<file path="config.mk">
export PLATFORM = sky130hd
export DESIGN_NAME = angle_track_unwrap
export DESIGN_NICKNAME = d
export VERILOG_FILES = /design/src/rtl/angle_track_unwrap.sv
export SDC_FILE = /design/constraint.sdc
export NUM_CORES = 1
export LEC_CHECK = 0
export BUFFER_PORTS_ARGS = -buffer_cell sky130_fd_sc_hd__buf_2
export CAP_MARGIN = 20
export CORE_MARGIN = 2
export CORE_UTILIZATION = 63
export DETAILED_ROUTE_END_ITERATION = 7
export MAX_ROUTING_LAYER = met4
export PLACE_DENSITY = 0.83
export SYNTH_ARGS = -nofsm -noshare
export SYNTH_HDL_FRONTEND = slang
export SYNTH_SLANG_ARGS = --single-unit
</file>
<file path="constraint.sdc">
create_clock -name clk -period 5.4 [get_ports clk]
set_input_delay 0.27 -clock clk [delete_from_list [all_inputs] [get_ports clk]]
set_output_delay 0.27 -clock clk [all_outputs]
set_load 0.005 [all_outputs]
</file>
<file path="src/rtl/angle_track_unwrap.sv">
// angle_track_unwrap: rebuilds a full-circle binary angle from a first-quadrant
// CORDIC angle plus quadrant index, unwraps it into a 32-bit multi-turn position
// and produces a per-sample delta and a moving-average speed.
// Pipeline: S1 scale, S2 round/saturate/merge quadrant, S3 unwrap/average/output.
module angle_track_unwrap #(
  parameter int AVG_LOG2 = 3,
  parameter int K_TURN   = 20861
) (
  input  logic               clk,
  input  logic               rst,
  input  logic               in_valid,
  input  logic signed [16:0] theta_in,
  input  logic        [1:0]  quad_in,
  output logic               out_valid,
  output logic        [15:0] angle_out,
  output logic signed [15:0] turns_out,
  output logic signed [15:0] delta_out,
  output logic signed [15:0] speed_avg
);

  localparam int WIN = 1 << AVG_LOG2;
  localparam int SW  = 16 + AVG_LOG2;
  localparam logic [32:0] K_W = 33'(K_TURN);

  // S1 state
  logic        v1_r;
  logic [32:0] prod_r;
  logic [1:0]  quad1_r;
  // S2 state
  logic        v2_r;
  logic [15:0] ang_r;
  // S3 state
  logic                 first_r;
  logic [15:0]          prev_ang_r;
  logic [31:0]          pos_r;
  logic signed [SW-1:0] sum_r;
  logic signed [15:0]   win_r [WIN];

  logic [15:0]          theta_c_s;
  logic [32:0]          prod_s;
  logic [16:0]          frac_raw_s;
  logic [13:0]          frac_s;
  logic [15:0]          ang_s;
  logic [15:0]          diff_s;
  logic signed [15:0]   delta_s;
  logic [31:0]          pos_next_s;
  logic signed [SW-1:0] sum_next_s;
  logic signed [15:0]   speed_s;

  // S1 arithmetic: clamp negative angles to zero and scale rad to turn units
  always_comb begin
    theta_c_s = theta_in[16] ? 16'd0 : theta_in[15:0];
    prod_s    = {17'd0, theta_c_s} * K_W;
  end

  // S1 register: capture product and quadrant on valid tokens only
  always_ff @(posedge clk or negedge rst) begin
    if (!rst) begin
      v1_r    <= 1'b0;
      prod_r  <= 33'd0;
      quad1_r <= 2'd0;
    end else begin
      v1_r <= in_valid;
      if (in_valid) begin
        prod_r  <= prod_s;
        quad1_r <= quad_in;
      end
    end
  end

  // S2 arithmetic: round to turn LSB, keep inside one quadrant, add quadrant base
  always_comb begin
    frac_raw_s = 17'((prod_r + 33'd32768) >> 16);
    frac_s     = (frac_raw_s > 17'd16383) ? 14'h3FFF : frac_raw_s[13:0];
    ang_s      = {quad1_r, 14'd0} + {2'b00, frac_s};
  end

  // S2 register: full-circle angle for the valid token
  always_ff @(posedge clk or negedge rst) begin
    if (!rst) begin
      v2_r  <= 1'b0;
      ang_r <= 16'd0;
    end else begin
      v2_r <= v1_r;
      if (v1_r) begin
        ang_r <= ang_s;
      end
    end
  end

  // S3 arithmetic: shortest-path delta, position update and window sum
  always_comb begin
    diff_s     = ang_r - prev_ang_r;
    delta_s    = first_r ? 16'sd0 : signed'(diff_s);
    pos_next_s = first_r ? {16'h0000, ang_r}
                         : pos_r + {{16{delta_s[15]}}, delta_s};
    sum_next_s = sum_r + signed'({{AVG_LOG2{delta_s[15]}}, delta_s})
                       - signed'({{AVG_LOG2{win_r[WIN-1][15]}}, win_r[WIN-1]});
    speed_s    = 16'(sum_next_s >>> AVG_LOG2);
  end

  // S3 register: unwrap state, averaging window and registered outputs
  always_ff @(posedge clk or negedge rst) begin
    if (!rst) begin
      first_r    <= 1'b1;
      prev_ang_r <= 16'd0;
      pos_r      <= 32'd0;
      sum_r      <= '0;
      for (int i = 0; i < WIN; i++) begin
        win_r[i] <= 16'sd0;
      end
      out_valid  <= 1'b0;
      angle_out  <= 16'd0;
      turns_out  <= 16'sd0;
      delta_out  <= 16'sd0;
      speed_avg  <= 16'sd0;
    end else begin
      out_valid <= v2_r;
      if (v2_r) begin
        first_r    <= 1'b0;
        prev_ang_r <= ang_r;
        pos_r      <= pos_next_s;
        sum_r      <= sum_next_s;
        win_r[0]   <= delta_s;
        for (int i = 1; i < WIN; i++) begin
          win_r[i] <= win_r[i-1];
        end
        angle_out  <= pos_next_s[15:0];
        turns_out  <= signed'(pos_next_s[31:16]);
        delta_out  <= delta_s;
        speed_avg  <= speed_s;
      end
    end
  end

endmodule

</file>
Word level (Yosys, flattened, before mapping). Cells that the tools add are included.

Order comparisons: 1. $mul: 1. Add/subtract/negate cells: 6. Muxes and demuxes: 4.

Operator list (number): 31-bit by 16-bit adder with 32-bit output (second input constant) (1); 32-bit adder (1); 16-bit two-way mux (2); 32-bit two-way mux (1); 16-bit by 15-bit multiplier with 31-bit output (second input constant) (1); 19-bit by 16-bit adder with 19-bit output (1); 19-bit by 16-bit subtractor with 19-bit output (1); 16-bit by 14-bit adder with 16-bit output (1); 16-bit by 14-bit greater-than comparator with 1-bit output (second input constant) (1); 16-bit subtractor (1); 14-bit two-way mux (1).

Output and inout bits: 65. Register bits: 296. Input port bits: 22. Word-level logic and storage cells: 33.

Logic depth before layout (Yosys ltp).
Word-level depth: 4. Mapped depth: 25. Depth with buffers taken out: 25.

Worst setup path after synthesis. OpenSTA, ideal clock, no wires.

Path kind: input-to-reg. From: in theta_in[16]. To: reg prod_r[28]. Cell stages on the path: 24. Required time: 5275 ps. Path buffers: 1. Data arrival time: 6172 ps. Setup slack: -897 ps. Setup time: 125 ps. Cell sequence: clkbuf_1 nand2b_1 inv_1 ha_1 inv_1 fa_1 inv_1 fa_1 inv_1 fa_1 inv_1 fa_1 inv_1 fa_1 inv_1 ha_1 a2111oi_0 o21ai_0 a311oi_4 nor3_2 o41a_1 o41ai_2 xnor2_1 mux2_4.

Cells in the longest elaborated chain, start to end: 2.

RTL lines: start, declared (line 12) `input logic signed [16:0] theta_in,`; 16-bit two-way mux (line 52) `theta_c_s = theta_in[16] ? 16'd0 : theta_in[15:0];`; 16-bit by 15-bit multiplier with 31-bit output (line 53) `prod_s = {17'd0, theta_c_s} * K_W;`; end signal, assigned (line 65) `prod_r <= prod_s;`; end, declared (line 27) `logic [32:0] prod_r;`.

Every way passes these cells. A chain may end at the register's enable or synchronous reset.

Worst setup path in the final report.
From: in theta_in[9]. To: reg prod_r[26].

The elaborated chain is that of the path after synthesis.

==> metrics <==
outcome completed; DRT Pass-1 Iters 7; post-route cell area 19,650 µm²; WS Path Type in -> reg; area of the core region 27,030 µm²; proportion of register bits with asynchronous set or reset after synthesis 100.0%; clock latency of the later-clocked register in the worst-skew pair 0.52 ns; post-placement cell area 18,740 µm²; Syn. warnings 0; kind of cell with the highest combined delay on the critical path adder cells; final setup fails 0; syn_nets 1,992; critical-path cell list buf_8, buf_4, xor2_2, xor2_1, nand2b_1, fa_1, inv_1, fa_1, ha_1, fa_1, inv_1, fa_1, inv_1, ha_1, a2111oi_4, o21ai_2, a311oi_4, nor3_2, o41a_1, buf_4, or3_1, a31o_1; count of buffer and inverter cells on the critical path 6; first-pass GRT wire length 62,670 µm; Worst Path Max Fanout 7; post-synthesis to final-layout area growth 13.03%; Worst Hold Slack 0.1426 ns; Min-Delay Endpoint v1_r$_DFF_PN0_; headroom to the max-slew limit 34.38%; Data required, critical path 5.79 ns; crit end category register; library cell contributing the largest single delay on the critical path sky130_fd_sc_hd__fa_1; Synth Area in Compound Gates 11.62%; number of pins exceeding their max-slew limit in the final report 0; drt via density 5.726; max_cap viols 0; H-Tree Level Count 1; final RePlAce weighted congestion 0.8990; largest cells by area after synthesis sky130_fd_sc_hd__dfrtp_1 33%, sky130_fd_sc_hd__ha_1 12%, sky130_fd_sc_hd__fa_1 11%; fraction of layout cells with a size suffix above 1 23.09%; die area 28,940 µm²; Die W 170.1 µm; count leader, synth sky130_fd_sc_hd__dfrtp_1; die extent in y 170.1 µm; total number of placement rows 60; number of hold violations in the final report 0; number of nets in the finished design 2,130; overall routed net length 37,810 µm; DR DRC count 0; number of buffer cells added on primary ports 86; post-synthesis cell type with the largest combined area sky130_fd_sc_hd__dfrtp_1; area fraction in and, or, nand and nor cells after synthesis 9.933%; boundary pin count 87; startpoint of the lowest-slack hold path in_valid; sum of net half-perimeters after detailed placement 28,720 µm; worst setup skew after layout 0.009596 ns; antenna violations before repair 1; Post-Synth XOR/XNOR Area 4.686%; crit-path max cell delay 0.54 ns; dominant synthesized flop cell sky130_fd_sc_hd__dfrtp_1; sequential-to-total area share from yosys stat 33.55%; CTS Sinks 233; total global-route track usage 27.43%; post-synth design cell area 17,380 µm²; startpoint of the most critical register-to-register path ang_r[0]$_DFFE_PN0P_; share of synthesized area spent on multiplexers 9.811%; CTS tree done; largest family of logic cells by synthesized area adder cells; register bit total from synthesis 233; r2r endpoint speed_avg[15]$_DFFE_PN0P_; startpoint type of the worst setup path input pin; largest net degree at the start of global routing 152; detailed-route via count 12,597; Clock Tree Root sky130_fd_sc_hd__clkbuf_16; portion of synthesized cell area occupied by the leading cell type 33.40%; DRC violation total after the first TritonRoute iteration 760; EDFF count, synth 0; Syn Area/Cell 10.19 µm²; cell count after synthesis 1,706; number of global-route vias before repair 13,024; number of cells on the worst reg-to-reg path 24; leftover overflow at the end of global routing 0; data arrival at the endpoint of the critical path 5.77 ns; WL/cell 17.19 µm; total negative setup slack 0 ns; classification of the worst-slack hold path in -> reg; setup repair after global routing missed its margin true; flop-to-flop setup slack 0.26 ns; number of nets still failing antenna checks after routing 0; pin slew with the least headroom to its limit 0.9843 ns; cell depth of the worst hold path 1; final critical delay including setup and external delays 5.380 ns; Clock Tree Buf Depth 3; clock-pin slew on the worst setup and hold paths 0.06 ns; Distinct cells, synth 62; post-layout utilization of the core 72.70%; top cells by instance count after synthesis 232 x sky130_fd_sc_hd__dfrtp_1, 214 x sky130_fd_sc_hd__inv_1, 169 x sky130_fd_sc_hd__ha_1, 143 x sky130_fd_sc_hd__mux2_2, 95 x sky130_fd_sc_hd__fa_1; Critical Path Most Common Cell sky130_fd_sc_hd__fa_1; CTS buffer count 23; area share of fa/ha/maj cells after synthesis 23.11%; initial cell density of the core 64.32%; final worst-path cycle share 99.63%; maximum operating frequency 185.9 MHz
worst max-delay path by stage:
stage,from,endpoint,slack (ns),cells past startpoint
after floorplan,theta_in[10],prod_r[28]$_DFFE_PN0P_,-0.34,20
after CTS,theta_in[16],prod_r[26]$_DFFE_PN0P_,0.02,26
after global placement,theta_in[16],prod_r[30]$_DFFE_PN0P_,-0.49,25
after detailed placement,theta_in[16],prod_r[30]$_DFFE_PN0P_,-0.57,25
final,theta_in[9],prod_r[26]$_DFFE_PN0P_,0.02,22
after global routing,theta_in[9],prod_r[26]$_DFFE_PN0P_,-0.15,20
flip-flops by register name, summed over array words and instances (netlist names):
name / cells
pos_r: 1
out_valid: 1
first_r: 1
delta_out: 16
angle_out: 15
sum_r: 3
quad1_r: 2
v1_r: 1
v2_r: 1
win_r: 112
ang_r: 16
prev_ang_r: 16
turns_out: 16
speed_avg: 16
prod_r: 16
timing repair:
action                                  CTS  global route
endpoints found under the setup margin    4            14
gates resized for setup                   2            30
hold endpoints to repair                 84             0
buffers inserted                          1             2
hold buffers                              3             0
pin swaps                                 3            26
cells in the final DEF (no fill, tap or decap), types with 11 or more instances in the layout:
cell type / Yosys / final
sky130_fd_sc_hd__dfrtp_1: 232 / 231
sky130_fd_sc_hd__inv_1: 214 / 204
sky130_fd_sc_hd__ha_1: 169 / 165
sky130_fd_sc_hd__mux2_2: 143 / 143
sky130_fd_sc_hd__buf_4: 32 / 112
sky130_fd_sc_hd__fa_1: 95 / 94
sky130_fd_sc_hd__nor2_1: 93 / 92
sky130_fd_sc_hd__nand2_1: 86 / 86
sky130_fd_sc_hd__a21oi_1: 90 / 84
sky130_fd_sc_hd__buf_2: 0 / 81
sky130_fd_sc_hd__o21ai_0: 59 / 57
sky130_fd_sc_hd__a21o_1: 52 / 52
sky130_fd_sc_hd__xnor2_1: 47 / 46
sky130_fd_sc_hd__xor2_1: 46 / 42
sky130_fd_sc_hd__nor3_1: 25 / 25
sky130_fd_sc_hd__nand3_1: 23 / 23
sky130_fd_sc_hd__clkbuf_16: 0 / 23
sky130_fd_sc_hd__nor2b_1: 22 / 20
sky130_fd_sc_hd__or3_1: 17 / 17
sky130_fd_sc_hd__nand2b_1: 21 / 17
sky130_fd_sc_hd__o21a_1: 16 / 16
sky130_fd_sc_hd__and3_1: 15 / 15
sky130_fd_sc_hd__nand4_1: 14 / 14
sky130_fd_sc_hd__o2bb2ai_1: 11 / 11
through the flow:
step                cells  worst slack, ns
finish               2200          0.01992
global route         2200          -0.1453
CTS                  2198          0.02433
detailed placement   2155          -0.5701
global placement     2155          -0.4900
floorplan            1706          -0.3355
layer usage:
layer  routed length, µm  GRT usage, %  up-vias
li1                    -             -     6042
met1               15490         32.27     6181
met2               19480         48.85      292
met3                1610         3.326       82
met4                1226         9.216        0
met5                   0             -        -
final cells by class:
type / instances / area, µm²
Sequential cell: 233 / 5836
Inverter: 216 / 813.3
Timing Repair Buffer: 201 / 1358
Multi-Input combinational cell: 1169 / 10470
Clock buffer: 32 / 669.4
Antenna cell: 1 / 2.502
Tap cell: 341 / 426.7
Clock inverter: 7 / 68.82
Fill cell: 1858 / 7378
cells by family (layout without fill, tap and decap cells):
family	after synthesis	count (layout)
AND/OR/NAND/NOR	351	351
other	0	1
flip-flops	233	233
multiplexers	152	152
adder cells (fa/ha/maj)	264	264
buffers and inverters	304	456
AO/OA/AOI/OAI	309	309
XOR/XNOR	93	93
Power is left out: the tool's default activity adds up to more than one toggle a clock period on the data nets, which glitch-free logic cannot reach.
